--- src/rtl/decode_pkg.sv ---
// Shared decode definitions: instruction group encodings, field widths and
// the issue skid-buffer state encoding.
package decode_pkg;

    localparam logic [1:0] GRP_ILL = 2'b00;
    localparam logic [1:0] GRP_RI  = 2'b01;
    localparam logic [1:0] GRP_SB  = 2'b10;
    localparam logic [1:0] GRP_UJ  = 2'b11;

    localparam int IMM_W = 21;
    localparam int REG_W = 5;

    typedef enum logic [1:0] {
        SKID_EMPTY = 2'b00,
        SKID_ONE   = 2'b01,
        SKID_FULL  = 2'b10
    } skid_state_e;

endpackage

--- src/rtl/imm_widen.sv ---
// Widens the unified 21-bit decode immediate to XLEN according to the
// instruction group/specifier; shared with the branch-target adder.
module imm_widen
    import decode_pkg::*;
#(
    parameter int XLEN = 32
) (
    input  logic [1:0]       grp,
    input  logic             spec,
    input  logic [IMM_W-1:0] imm,
    output logic [XLEN-1:0]  imm_wide,
    output logic             has_imm
);

    logic [XLEN-1:0] sext_s;
    logic [XLEN-1:0] upper_s;

    // Upstream already replicated the 12-bit sign into bit 20, so I/S/B/J share one extension.
    assign sext_s  = XLEN'($signed(imm));
    assign upper_s = XLEN'($signed({imm[19:0], 12'h000}));

    // Format select; R-type and illegal carry no immediate.
    always_comb begin
        imm_wide = '0;
        has_imm  = 1'b0;
        case (grp)
            GRP_RI: begin
                if (spec) begin
                    imm_wide = sext_s;
                    has_imm  = 1'b1;
                end else begin
                    imm_wide = '0;
                    has_imm  = 1'b0;
                end
            end
            GRP_SB: begin
                imm_wide = sext_s;
                has_imm  = 1'b1;
            end
            GRP_UJ: begin
                if (spec) begin
                    imm_wide = sext_s;
                end else begin
                    imm_wide = upper_s;
                end
                has_imm = 1'b1;
            end
            default: begin
                imm_wide = '0;
                has_imm  = 1'b0;
            end
        endcase
    end

endmodule

--- src/rtl/decode_issue_reg.sv ---
// Registered decode output stage: resolves rd, widens the immediate and holds
// results in a 2-entry skid buffer with a valid/ready handshake to execute.
module decode_issue_reg
    import decode_pkg::*;
#(
    parameter int XLEN = 32
) (
    input  logic             clk,
    input  logic             rst,
    input  logic             flush,
    input  logic             in_valid,
    output logic             in_ready,
    input  logic [1:0]       in_group,
    input  logic             in_specifier,
    input  logic [XLEN-1:0]  in_pc,
    input  logic [REG_W-1:0] in_rs1,
    input  logic [REG_W-1:0] in_rs2,
    input  logic [REG_W-1:0] in_rd,
    input  logic [REG_W-1:0] in_uj_rd,
    input  logic [IMM_W-1:0] in_imm,
    input  logic             in_use_uj_rd,
    output logic             out_valid,
    input  logic             out_ready,
    output logic [1:0]       out_group,
    output logic             out_specifier,
    output logic [XLEN-1:0]  out_pc,
    output logic [REG_W-1:0] out_rs1,
    output logic [REG_W-1:0] out_rs2,
    output logic [REG_W-1:0] out_rd,
    output logic [XLEN-1:0]  out_imm,
    output logic             out_has_imm,
    output logic             out_illegal
);

    localparam int ENTRY_W = 2 + 1 + XLEN + 3 * REG_W + XLEN + 1 + 1;

    skid_state_e        state_r;
    skid_state_e        state_next_s;
    logic               in_ready_r;
    logic               out_valid_r;
    logic [ENTRY_W-1:0] main_r;
    logic [ENTRY_W-1:0] skid_r;
    logic [ENTRY_W-1:0] entry_s;
    logic [XLEN-1:0]    imm_wide_s;
    logic               has_imm_s;
    logic [REG_W-1:0]   rd_s;
    logic               accept_s;
    logic               pop_s;
    logic               load_main_in_s;
    logic               load_main_skid_s;
    logic               load_skid_s;

    imm_widen #(.XLEN(XLEN)) u_imm_widen (
        .grp      (in_group),
        .spec     (in_specifier),
        .imm      (in_imm),
        .imm_wide (imm_wide_s),
        .has_imm  (has_imm_s)
    );

    assign rd_s     = in_use_uj_rd ? in_uj_rd : in_rd;
    assign entry_s  = {in_group, in_specifier, in_pc, in_rs1, in_rs2, rd_s,
                       imm_wide_s, has_imm_s, (in_group == GRP_ILL)};
    assign accept_s = in_valid & in_ready_r;
    assign pop_s    = out_valid_r & out_ready;

    assign in_ready  = in_ready_r;
    assign out_valid = out_valid_r;
    assign {out_group, out_specifier, out_pc, out_rs1, out_rs2, out_rd,
            out_imm, out_has_imm, out_illegal} = main_r;

    // Next-state and register-load selection; flush discards everything including a same-cycle accept.
    always_comb begin
        state_next_s     = state_r;
        load_main_in_s   = 1'b0;
        load_main_skid_s = 1'b0;
        load_skid_s      = 1'b0;
        case (state_r)
            SKID_EMPTY: begin
                if (accept_s) begin
                    state_next_s   = SKID_ONE;
                    load_main_in_s = 1'b1;
                end else begin
                    state_next_s = SKID_EMPTY;
                end
            end
            SKID_ONE: begin
                if (accept_s && pop_s) begin
                    state_next_s   = SKID_ONE;
                    load_main_in_s = 1'b1;
                end else if (accept_s) begin
                    state_next_s = SKID_FULL;
                    load_skid_s  = 1'b1;
                end else if (pop_s) begin
                    state_next_s = SKID_EMPTY;
                end else begin
                    state_next_s = SKID_ONE;
                end
            end
            SKID_FULL: begin
                if (pop_s) begin
                    state_next_s     = SKID_ONE;
                    load_main_skid_s = 1'b1;
                end else begin
                    state_next_s = SKID_FULL;
                end
            end
            default: begin
                state_next_s = SKID_EMPTY;
            end
        endcase
        if (flush) begin
            state_next_s     = SKID_EMPTY;
            load_main_in_s   = 1'b0;
            load_main_skid_s = 1'b0;
            load_skid_s      = 1'b0;
        end else begin
            state_next_s = state_next_s;
        end
    end

    // State plus handshake flags registered from the next state so neither has a combinational input path.
    always_ff @(posedge clk) begin
        if (rst) begin
            state_r     <= SKID_EMPTY;
            in_ready_r  <= 1'b1;
            out_valid_r <= 1'b0;
        end else begin
            state_r     <= state_next_s;
            in_ready_r  <= (state_next_s != SKID_FULL);
            out_valid_r <= (state_next_s != SKID_EMPTY);
        end
    end

    // Main entry register; only the has_imm/illegal flags are reset, payload is don't-care while invalid.
    always_ff @(posedge clk) begin
        if (rst) begin
            main_r[1:0] <= 2'b00;
        end else if (load_main_in_s) begin
            main_r <= entry_s;
        end else if (load_main_skid_s) begin
            main_r <= skid_r;
        end else begin
            main_r <= main_r;
        end
    end

    // Skid entry register, filled only when execute stalls with main occupied.
    always_ff @(posedge clk) begin
        if (load_skid_s) begin
            skid_r <= entry_s;
        end else begin
            skid_r <= skid_r;
        end
    end

endmodule

--- config.mk ---
export PLATFORM = sky130hd
export DESIGN_NAME = decode_issue_reg
export DESIGN_NICKNAME = d
export VERILOG_FILES = /design/src/rtl/decode_pkg.sv /design/src/rtl/imm_widen.sv /design/src/rtl/decode_issue_reg.sv
export SDC_FILE = /design/constraint.sdc
export NUM_CORES = 1
export LEC_CHECK = 0
export ABC_CLOCK_PERIOD_IN_PS = 11300
export CORE_AREA = 2 2 121 123
export CTS_CLUSTER_SIZE = 25
export DETAILED_ROUTE_END_ITERATION = 10
export DIE_AREA = 0 0 123 125
export GPL_ROUTABILITY_DRIVEN = 0
export PLACE_DENSITY = 0.78
export SLEW_MARGIN = 25
export SYNTH_ARGS = -nofsm -noshare
export SYNTH_HDL_FRONTEND = slang
export SYNTH_SLANG_ARGS = --single-unit
--- constraint.sdc ---
create_clock -name clk -period 11.3 [get_ports clk]
set_input_delay 3.39 -clock clk [delete_from_list [all_inputs] [get_ports clk]]
set_output_delay 3.39 -clock clk [all_outputs]
set_load 0.01 [all_outputs]
==> Word-level counts from Yosys, hierarchy flattened <==
Index checks and enable logic that the tools add are counted.
{ "totals": {"regBits": 172, "word_cells": 47} }
{ "op_classes": {"eq_ne": 6, "n_mux": 25, "bitwise_logic": 3, "n_reduce_logical": 7} }
{ "ops": {"columns": ["operator", "count"], "rows": [
  ["$mux W84", 2],
  ["$pmux W32 S3", 1],
  ["$mux W32", 2],
  ["$mux W1", 12],
  ["$mux W2", 4],
  ["$eq A2 B2 Y1 const B", 3],
  ["$pmux W2 S3", 1],
  ["$mux W5", 1],
  ["$eq A2 B1 Y1 const B", 2],
  ["$logic_not A2 Y1", 2],
  ["$pmux W1 S2", 2],
  ["$reduce_bool A2 Y1", 2],
  ["$and A1 B1 Y1", 2],
  ["$ne A2 B2 Y1 const B", 1],
  ["$reduce_and A2 Y1", 1],
  ["$reduce_or A2 Y1", 1],
  ["$logic_and A1 B1 Y1", 1],
  ["$not A1 Y1", 1]
]} }

==> Depth between registers and ports, before layout <==
Gate-level depths: netlist (run 1).
{ "depth": {"ltp_word": 7, "ltp_mapped": 8, "depth_no_buf": 6} }

==> Cells and area by module <==
Synthesis (run 1) repeated with hierarchy kept, for this count alone.
{ "hier_totals": {"cells_unflattened": 377, "hier_area_um2": 7294.5} }
{ "by_module_without_submodules": {"columns": ["module", "instances", "cells_per_inst", "area_per_inst_um2", "seq_area_each_um2"], "rows": [
  ["decode_issue_reg", 1, 311, 6855.3, 5104.9],
  ["imm_widen", 1, 66, 439.2, 0.0]
]} }

==> Worst setup path before layout (run 1) <==
No wires, ideal clock.
{ "synth_path": {"path_kind": "input port to flip-flop", "start": "input in_valid", "end": "register main_r[10] (enable)", "arrival_time_ns": 9.464, "path_slack_ns": 1.213, "cell_stages": 5, "path_cell_list": "and2_1 > ha_1 > and3b_2 > nor3_1 > nor3_1"} }
{ "synth_via": {"elab_chain_cells": 7, "word_cells_on_any_way": 8, "cone_classes": "4 x mux; 1 x bitwise; 3 x reduce/logical"} }
{ "synth_lines": {"columns": ["item", "line", "rtl"], "rows": [
  ["from (decl)", "decode_issue_reg.sv:11", "input logic in_valid,"],
  ["$and A1 B1 Y1 *", "decode_issue_reg.sv:64", "assign accept_s = in_valid & in_ready_r;"],
  ["$logic_and A1 B1 Y1", "decode_issue_reg.sv:88", "if (accept_s && pop_s) begin"],
  ["$mux W1", "decode_issue_reg.sv:88", null],
  ["$pmux W1 S2 *", "decode_issue_reg.sv:78", "case (state_r)"],
  ["$mux W1 *", "decode_issue_reg.sv:112", "if (flush) begin"],
  ["$reduce_bool A2 Y1 (no line) *", null, null],
  ["$reduce_and A2 Y1 (no line) *", null, null],
  ["to (signal assigned)", "decode_issue_reg.sv:140", "main_r <= entry_s;"],
  ["to (signal assigned)", "decode_issue_reg.sv:142", "main_r <= skid_r;"],
  ["to (signal assigned)", "decode_issue_reg.sv:144", "main_r <= main_r;"],
  ["to (decl)", "decode_issue_reg.sv:41", "logic [ENTRY_W-1:0] main_r;"]
]} }
Mark *: on every way between the ends. The rest lies on a longest branch, timed or not.
A chain may end at the register's enable or synchronous reset.

==> Worst setup path in the final report (run 1) <==
{ "layout_path": {"start": "input in_valid", "end": "register main_r[45], data pin"} }
{ "layout_via": {"elab_chain_cells": 6, "word_cells_on_any_way": 7, "cone_classes": "5 x mux; 1 x bitwise; 1 x reduce/logical"} }
{ "layout_lines": {"columns": ["item", "line", "rtl"], "rows": [
  ["$and A1 B1 Y1 *", "decode_issue_reg.sv:64", null],
  ["$logic_and A1 B1 Y1", "decode_issue_reg.sv:88", null],
  ["$mux W1", "decode_issue_reg.sv:88", null],
  ["$pmux W1 S2 *", "decode_issue_reg.sv:78", null],
  ["$mux W1 *", "decode_issue_reg.sv:112", null],
  ["$mux W84 *", "decode_issue_reg.sv:139", "end else if (load_main_in_s) begin"]
]} }
Marked as above.

==> results of run 1 <==
cell families (layout without fill, tap and decap cells):
group / count (synthesis) / in the layout / synth area share, %
AO/OA/AOI/OAI: 29 / 29 / 3.74
multiplexers: 88 / 88 / 14.7
adder cells (fa/ha/maj): 2 / 2 / 0.372
flip-flops: 172 / 172 / 75.9
buffers and inverters: 23 / 208 / 1.81
AND/OR/NAND/NOR: 35 / 35 / 3.41
per-layer routing:
metal	share of wire, %	vias up	wire length [um]	GRT usage [%]
met5	0	-	0	0
met4	2.3	0	302	7.02
met3	6.7	28	876	5.84
met2	48	144	6350	26.6
met1	43	1835	5630	23.8
li1	-	1728	-	-
cell type report:
class / count / area share [%]
multi-input cells: 154 / 16.4
well taps: 184 / 2.50
repair buffers: 173 / 18.9
clock inverters: 9 / 1.86
flip-flops and latches: 172 / 55.4
inverters: 6 / 0.244
clock buffers: 20 / 4.74
state kept, by name (all words and copies together), names as in the netlist:
register   cells
out_valid      1
in_ready       1
main_r        84
state_r        2
skid_r        84
worst min path at each step:
stage | end | from | cells after the start | slack, ps
final | main_r[1] | main_r[1] | 2 | 470
after global routing | main_r[1] | main_r[1] | 2 | 500
after floorplan | main_r[1] | main_r[1] | 2 | 480
after global placement | main_r[1] | main_r[1] | 2 | 460
after detailed placement | main_r[1] | main_r[1] | 2 | 460
after CTS | main_r[1] | main_r[1] | 2 | 480
worst min-delay path, stage by stage, from the launching register on:
cell and delay (ps):
dfxtp_1 310, inv_1 50, a221oi_1 60
synth_stat cells, drive strengths merged:
library cell / n
a21o: 1
nand2: 2
nor2: 2
and4b: 1
or4: 1
mux2: 88
a32o: 2
a211oi: 2
edfxtp: 166
a22o: 18
o2bb2ai: 1
o31ai: 1
nor4: 1
a2111oi: 1
or2: 1
or3: 1
a31oi: 1
buf: 12
and4bb: 1
clkbuf: 5
and2: 14
and3b: 4
a221oi: 1
nor2b: 1
a21oi: 1
nor3: 5
nand3b: 1
ha: 2
dfxtp: 6
inv: 6
power groups by stage:
stage | sequential [W] | combinational (W) | clock (W)
6_report | 0.000720 | 0.000113 | 0.000607
5_1_grt | 0.000721 | 0.000123 | 0.000645
4_1_cts | 0.000720 | 0.000115 | 0.000620
3_5_place_dp | 0.000734 | 0.000114 | 0
3_3_place_gp | 0.000733 | 0.000110 | 0
2_1_floorplan | 0.000740 | 0.0000470 | 0
cell usage in the layout, fill, tap and decap left out, types with 2 or more instances in the layout:
master / count
clkinv_2: 2
a22o_1: 18
clkbuf_1: 3
buf_4: 4
and3b_2: 3
buf_12: 2
mux2_1: 29
inv_1: 6
dfxtp_1: 6
edfxtp_1: 166
clkbuf_16: 17
bufinv_16: 5
a32o_1: 2
and2_1: 13
nor2_1: 2
clkdlybuf4s50_1: 167
ha_1: 2
mux2_2: 59
nor3_1: 4
nand2_1: 2
through the flow:
step | cell area [um2] | power [W]
3_5_place_dp | 8610 | 0.000847
4_1_cts | 9220 | 0.00145
3_3_place_gp | 8570 | 0.000843
6_report | 9220 | 0.00144
5_1_grt | 9220 | 0.00149
2_1_floorplan | 6720 | 0.000787
==> out/results.ini, run 1 <==
[status]
outcome = complete, no violations

[cts]
cts_tree = done
cts_num_sinks = 172
cts_made_buffers = 17
cts.clk_slew.worst_paths_ps = 70
post_cts_resized = 0
ctsHtreeMaxLevel = 4
cts_setup_buffers = 0
insertion_delay_ps = 420
cts_hold_buf = 0
clockBufferDepth = 2
cts-root-buf = clkbuf_16

[placement]
port-buffer-count = 167
post-place-ws_ps = 5380
placed_cells = 689
dp_hpwl_um = 8620

[global_route]
grt_usage_pct = 17.7
grt_pass1_vias = 3855
grt_max_degree = 64
globalRouteOverflowTotal = 0
grt_pass1_wl_um = 20500
antenna_found_initial = 0

[sta]
finalSetupTns_ps = 0
max_freq_ghz = 0.182
fin_crit_sh_pct = 48.6
worst_slew_pin_slew_ps = 831
holdWs_ps = 469
final_hold_viol_count = 0
maxSlewViolCount = 0
fin_skew_ps = 15.8
slew-limit-headroom_pct = 44.6
rsz0062_at_grt = no
fin_ws_ps = 5810
finalCriticalPeriod_ps = 5490
setup_violations = 0

[setup_path]
crit_start = in_valid
cp.required_ps = 11460
cpLargestDelayFamily = buffers and inverters
cp_data_arrival_time_ps = 5640
crit_path_cell_trace = clkdlybuf4s50_1 > and2_1 > ha_1 > nand2_1 > a211oi_4 > buf_4 > mux2_2
cp_slowest_cell = buf_4
r2r-end = main_r[45]
start_kind = primary input
r2r_cells = 6
cp-endpoint = main_r[45]
cp.depth = 7
path_class = primary input to flip-flop
crit_buf_inv = 2
worstSetupEndpointType = flip-flop
slowest_delay_ps = 630
rrSetupSlack_ps = 8920
critPathMaxFanout = 56
rr_startpoint = in_ready

[route]
vias = 3735
drcViolationCount = 0
ant_nets = 0
drt-initial-drc-count = 389
vias_per_cell = 5.20
dr.pass1.iters = 6
totalWireLength_um = 13200
wl_per_cell_um = 18.3

[power_and_ir_drop]
power.switching_w = 0.000272
irDropWorstVdd_mv = 0.0992
clockPowerShare_pct = 42.1
leakagePower_nw = 3.11
power.density_nw_per_um2 = 156
pwr-share-comb_pct = 7.9
internal-power_w = 0.00117
seq_power_share_pct = 50.0
swShare_pct = 18.9

[cells_and_area]
nets = 608
regArea_um2 = 5100
layoutNonFillerInstCount = 718
antenna_cells = 0
areaGrowthSynthToFinish_pct = 37.1
drive_above_1_share_pct = 18.5
final_core_util_pct = 64.9
multi_input_area_um2 = 1510
nFillCells = 973

[floorplan]
dieArea_um2 = 15400
initial_core_util_pct = 47.3
die_h_um = 125
coreArea_um2 = 14200
boundaryPins = 168
rows = 44
die_width_um = 123

[synth]
synth-seq-cells = 172
avgSynthCellArea_um2 = 19.3
ys_seq_area_share_pct = 75.9
synth_area_leaders = edfxtp_1 74%, mux2_2 9.9%, mux2_1 4.9%
synthesis.instances = 349
synth_cell_type_count = 36
synth_area_um2 = 6720
yosysWarnings = 0
synth.top_cell.area_share_pct = 74.1
synth_area_leader_cell = edfxtp_1
synth_nets = 433

[run]
cap_violations = 0

[min_path]
hp-class = flip-flop to flip-flop

No activity file was read; power rests on OpenSTA's default activity.
==> inputs of run 2 (changes only) <==
- ABC_CLOCK_PERIOD_IN_PS: 11300 -> 5200
- clock period: 11.3 -> 5.2 ns (I/O delays scaled with it)
==> out/results.ini, run 2 (synthesized netlist as in run 1, its figures left out) <==
[status]
outcome = complete, no violations

[setup_path]
cpLargestDelayFamily = buffers and inverters
cp_data_arrival_time_ps = 3540  ; -2100 ps
critPathMaxFanout = 65  ; +16%
start_kind = primary input
r2r-end = main_r[54]
worstSetupEndpointType = flip-flop
crit_start = in_valid
r2r_cells = 6  ; unchanged
crit_buf_inv = 2  ; unchanged
cp-endpoint = main_r[54]
slowest_delay_ps = 680  ; +50 ps
crit_path_cell_trace = clkdlybuf4s50_1 > and2_1 > ha_1 > and3b_2 > nor3_1 > nor3_4 > buf_4
cp.depth = 7  ; unchanged
rrSetupSlack_ps = 2940  ; -5980 ps
cp.required_ps = 5230  ; -6230 ps
rr_startpoint = in_ready
path_class = primary input to flip-flop
cp_slowest_cell = buf_4

[sta]
fin_skew_ps = 7.49  ; -8.33 ps
max_freq_ghz = 0.285
worst_slew_pin_slew_ps = 874  ; +42.8 ps
fin_ws_ps = 1690  ; -4120 ps
fin_crit_sh_pct = 67.5
rsz0062_at_grt = no
maxSlewViolCount = 0  ; unchanged
finalCriticalPeriod_ps = 3510
slew-limit-headroom_pct = 41.7  ; -2.9 points
finalSetupTns_ps = 0  ; unchanged
final_hold_viol_count = 0  ; unchanged
setup_violations = 0  ; unchanged

[cts]
cts.clk_slew.worst_paths_ps = 60  ; about the same
insertion_delay_ps = 410  ; about the same
ctsHtreeMaxLevel = 4  ; unchanged
cts_num_sinks = 172  ; unchanged
cts_tree = done
post_cts_resized = 0  ; unchanged
cts_hold_buf = 0  ; unchanged
cts_setup_buffers = 0  ; unchanged
clockBufferDepth = 2  ; unchanged
cts_made_buffers = 17  ; unchanged
cts-root-buf = clkbuf_16

[route]
vias_per_cell = 5.17  ; -0.70%
totalWireLength_um = 12900  ; -2.2%
drcViolationCount = 0  ; unchanged
wl_per_cell_um = 17.9  ; -2.4%
drt-initial-drc-count = 267  ; -31%
ant_nets = 0  ; unchanged
dr.pass1.iters = 6  ; unchanged
vias = 3719  ; -0.43%

[cells_and_area]
final_core_util_pct = 64.9  ; about the same
mostFrequentLayoutCells = 167 x clkdlybuf4s50_1, 166 x edfxtp_1, 59 x mux2_2
nets = 607  ; -0.16%
nFillCells = 1025  ; +5.3%
areaGrowthSynthToFinish_pct = 37.0  ; about the same
antenna_cells = 0  ; unchanged
layout_commonest_cell = clkdlybuf4s50_1
drive_above_1_share_pct = 19.4  ; +0.86 points
reg_top3 = main_r: 84 flops, skid_r: 84 flops, state_r: 2 flops

[global_route]
globalRouteOverflowTotal = 0  ; unchanged
antenna_found_initial = 0  ; unchanged
grt_max_degree = 68  ; +6.3%
grt_usage_pct = 17.2  ; -0.43 points
grt_pass1_wl_um = 20000  ; -2.8%
grt_pass1_vias = 3757  ; -2.5%

[run]
cap_violations = 0  ; unchanged

[min_path]
hp-class = flip-flop to flip-flop
hp-start = main_r[1]
worst_hold_path.num_cells = 2  ; unchanged

[floorplan]
die_h_um = 125  ; unchanged
rows = 44  ; unchanged
boundaryPins = 168  ; unchanged
initial_core_util_pct = 47.3  ; unchanged
die_width_um = 123  ; unchanged
dieArea_um2 = 15400  ; unchanged
coreArea_um2 = 14200  ; unchanged

[power_and_ir_drop]
power.density_nw_per_um2 = 335  ; +110%
irDropWorstVdd_mv = 0.219  ; +120%
leakagePower_nw = 3.11  ; -0.13%

[placement]
dp_hpwl_um = 8410  ; -2.4%
post-place-ws_ps = 1270  ; -4110 ps
port-buffer-count = 167  ; unchanged

## run 2: changes by cell type in the layout (fill, tap and decap cells not counted), moves of 2 or more
| cell | before | now |
|---|---|---|
| clkbuf_1 | 3 | 1 |
| clkinv_2 | 2 | 5 |
| bufinv_16 | 5 | 3 |
| clkinvlp_4 | 1 | 3 |
| clkbuf_8 | 0 | 2 |
## run 2: report_power, final
part,internal (W),leakage [nW],switching [W]
Combinational,0.000142,1.25,0.000104
Sequential,0.00156,1.56,0.00000889
Clock,0.000777,0.292,0.000493
## run 2: worst min-delay path by stage
stage          slack (ps)        end
3_5_place_dp          480  main_r[1]
2_1_floorplan         480  main_r[1]
3_3_place_gp          470  main_r[1]
6_report              500  main_r[1]
5_1_grt               530  main_r[1]
4_1_cts               490  main_r[1]
## run 2: cell type report
type,instances,area [um2],share of cell area [%]
sequential,172,5100,55.4
inverter,6,22.5,0.244
tap,184,230,2.50
timing repair buffer,172,1730,18.8
clock inverter,12,146,1.59
multi-input combinational,154,1520,16.5
clock buffer,20,457,4.96
## run 2: routing by layer
metal / share of wire [%] / routed length (um) / track usage (%) / up-vias
met5: 0 / 0 / 0 / -
met4: 1.2 / 159 / 5.41 / 0
met3: 7.6 / 984 / 5.75 / 16
met2: 48 / 6180 / 27.3 / 146
met1: 43 / 5550 / 22.6 / 1821
li1: - / - / - / 1736
## run 2: worst min-delay path: stages, from the launching register on
cell and delay, ps:
dfxtp_1 330, inv_1 60, a221oi_1 60
## run 2: metrics by stage
stage | std cells | area, um2 | power (W) | hold WS [ps]
after floorplan | 349 | 6730 | 0.00171 | 482
after global placement | 688 | 8610 | 0.00183 | 467
after detailed placement | 688 | 8610 | 0.00184 | 478
after CTS | 720 | 9210 | 0.00312 | 491
after global routing | 720 | 9210 | 0.00318 | 531
final | 720 | 9210 | 0.00308 | 495
==> inputs of run 3 (changes only) <==
- ABC_CLOCK_PERIOD_IN_PS: 5200 -> 3500
- clock period: 5.2 -> 3.5 ns (I/O delays scaled with it)
==> out/results.ini, run 3 (synthesized netlist as in run 1, its figures left out) <==
[status]
outcome = complete, no violations

[sta]
rsz0062_at_grt = no
max_freq_ghz = 0.355
slew-limit-headroom_pct = 53.9  ; +12 points
fin_crit_sh_pct = 80.4
setup_violations = 0  ; unchanged
fin_skew_ps = 8.90  ; +1.41 ps
fin_ws_ps = 685  ; -1010 ps
finalSetupTns_ps = 0  ; unchanged
worst_slew_pin_slew_ps = 691  ; -183 ps
finalCriticalPeriod_ps = 2810
final_hold_viol_count = 0  ; unchanged
maxSlewViolCount = 0  ; unchanged

[setup_path]
r2r_cells = 6  ; unchanged
critPathMaxFanout = 51  ; -22%
worstSetupEndpointType = flip-flop
cp_data_arrival_time_ps = 2980  ; -560 ps
rrSetupSlack_ps = 1450  ; -1490 ps
rr_startpoint = in_ready
start_kind = primary input
r2r-end = main_r[83]
path_class = primary input to flip-flop
crit_start = in_valid
cp.required_ps = 3670  ; -1560 ps

[run]
cap_violations = 0  ; unchanged

[global_route]
grt_max_degree = 52  ; -24%
grt_pass1_wl_um = 20700  ; +3.5%
grt_pass1_vias = 3897  ; +3.7%
globalRouteOverflowTotal = 0  ; unchanged
antenna_found_initial = 0  ; unchanged
grt_usage_pct = 17.8  ; +0.60 points

[route]
vias_per_cell = 5.28  ; +2.1%
vias = 3820  ; +2.7%
wl_per_cell_um = 18.4  ; +3.1%
drcViolationCount = 0  ; unchanged
drt-initial-drc-count = 290  ; +8.6%
dr.pass1.iters = 4  ; -2
totalWireLength_um = 13400  ; +3.7%
ant_nets = 0  ; unchanged

[cts]
cts-root-buf = clkbuf_16
cts.clk_slew.worst_paths_ps = 60  ; about the same
cts_tree = done
post_cts_resized = 0  ; unchanged
ctsHtreeMaxLevel = 4  ; unchanged
cts_made_buffers = 17  ; unchanged
cts_hold_buf = 0  ; unchanged
cts_num_sinks = 172  ; unchanged
clockBufferDepth = 2  ; unchanged
cts_setup_buffers = 0  ; unchanged
insertion_delay_ps = 420  ; about the same

[power_and_ir_drop]
pwr-share-comb_pct = 8.0  ; about the same
swShare_pct = 19.2  ; -0.44 points
power.switching_w = 0.000910  ; +50%
irDropWorstVdd_mv = 0.291  ; +33%
leakagePower_nw = 3.17  ; +1.9%
p_total_w = 0.00473  ; +54%
power.density_nw_per_um2 = 505  ; +51%
clockPowerShare_pct = 42.9  ; +1.7 points
seq_power_share_pct = 49.1  ; -1.7 points
internal-power_w = 0.00382  ; +54%

[floorplan]
boundaryPins = 168  ; unchanged
die_width_um = 123  ; unchanged
dieArea_um2 = 15400  ; unchanged
coreArea_um2 = 14200  ; unchanged
rows = 44  ; unchanged
initial_core_util_pct = 47.3  ; unchanged
die_h_um = 125  ; unchanged

[cells_and_area]
final_cell_area_um2 = 9370  ; +1.8%
drive_above_1_share_pct = 20.9  ; +1.5 points
mostFrequentLayoutCells = 167 x clkdlybuf4s50_1, 166 x edfxtp_1, 59 x mux2_2
layout_commonest_cell = clkdlybuf4s50_1
nets = 611  ; +0.66%
areaGrowthSynthToFinish_pct = 39.4
reg_top3 = main_r: 84 flops, skid_r: 84 flops, state_r: 2 flops
antenna_cells = 0  ; unchanged
layoutNonFillerInstCount = 724  ; +0.56%

[min_path]
hp-class = flip-flop to flip-flop
min_to = main_r[1]
hp-start = main_r[1]
worst_hold_path.num_cells = 2  ; unchanged

[placement]
post-place-ws_ps = 272  ; -1000 ps
placed_area_um2 = 8720  ; +1.3%
dp_hpwl_um = 8830  ; +5.0%
port-buffer-count = 167  ; unchanged
placed_cells = 692  ; +0.58%

[run 3: power groups by stage]
stage	clock network (W)	logic [W]	registers (W)
finish	0.00203	0.000380	0.00232
global route	0.00215	0.000408	0.00233
CTS	0.00208	0.000383	0.00232
detailed placement	0	0.000379	0.00237
global placement	0	0.000370	0.00237
floorplan	0	0.000156	0.00238
[run 3: worst max-delay path by stage]
stage / endpoint / slack, ps / depth (start not counted)
finish: main_r[83] / 690 / 7
global route: main_r[65] / 630 / 7
CTS: main_r[60] / 720 / 7
detailed placement: main_r[72] / 270 / 7
global placement: main_r[65] / 310 / 7
floorplan: main_r[10] / -450 / 5
[run 3: worst max-delay path, stage by stage]
cell,delay (ps)
clkdlybuf4s50_1,490
and2_4,160
ha_4,120
nand2_1,70
a211oi_4,330
buf_12,290
mux2_2,380
[run 3: metrics by stage]
| step | util [%] | hold WS [ps] |
|---|---|---|
| after floorplan | - | 482 |
| after global placement | 61.4 | 469 |
| after detailed placement | 61.4 | 510 |
| after CTS | 66.0 | 523 |
| after global routing | 66.0 | 531 |
| final | 66.0 | 521 |
[run 3: final cells by class]
type,count,area [um2]
clock inverter,9,158
fill,987,4830
multi-input combinational,154,1550
tap,184,230
timing repair buffer,176,1810
inverter,6,22.5
sequential,172,5100
clock buffer,23,498
[run 3: metal layers]
layer  vias to the layer above  global-route usage (%)  part of all wire, %  wire length, um
li1                       1742                       -                    -                -
met1                      1915                    24.0                   44             5910
met2                       139                    26.5                   46             6210
met3                        24                    5.89                  7.2              968
met4                         0                    7.89                  2.1              274
met5                         -                       0                    0                0
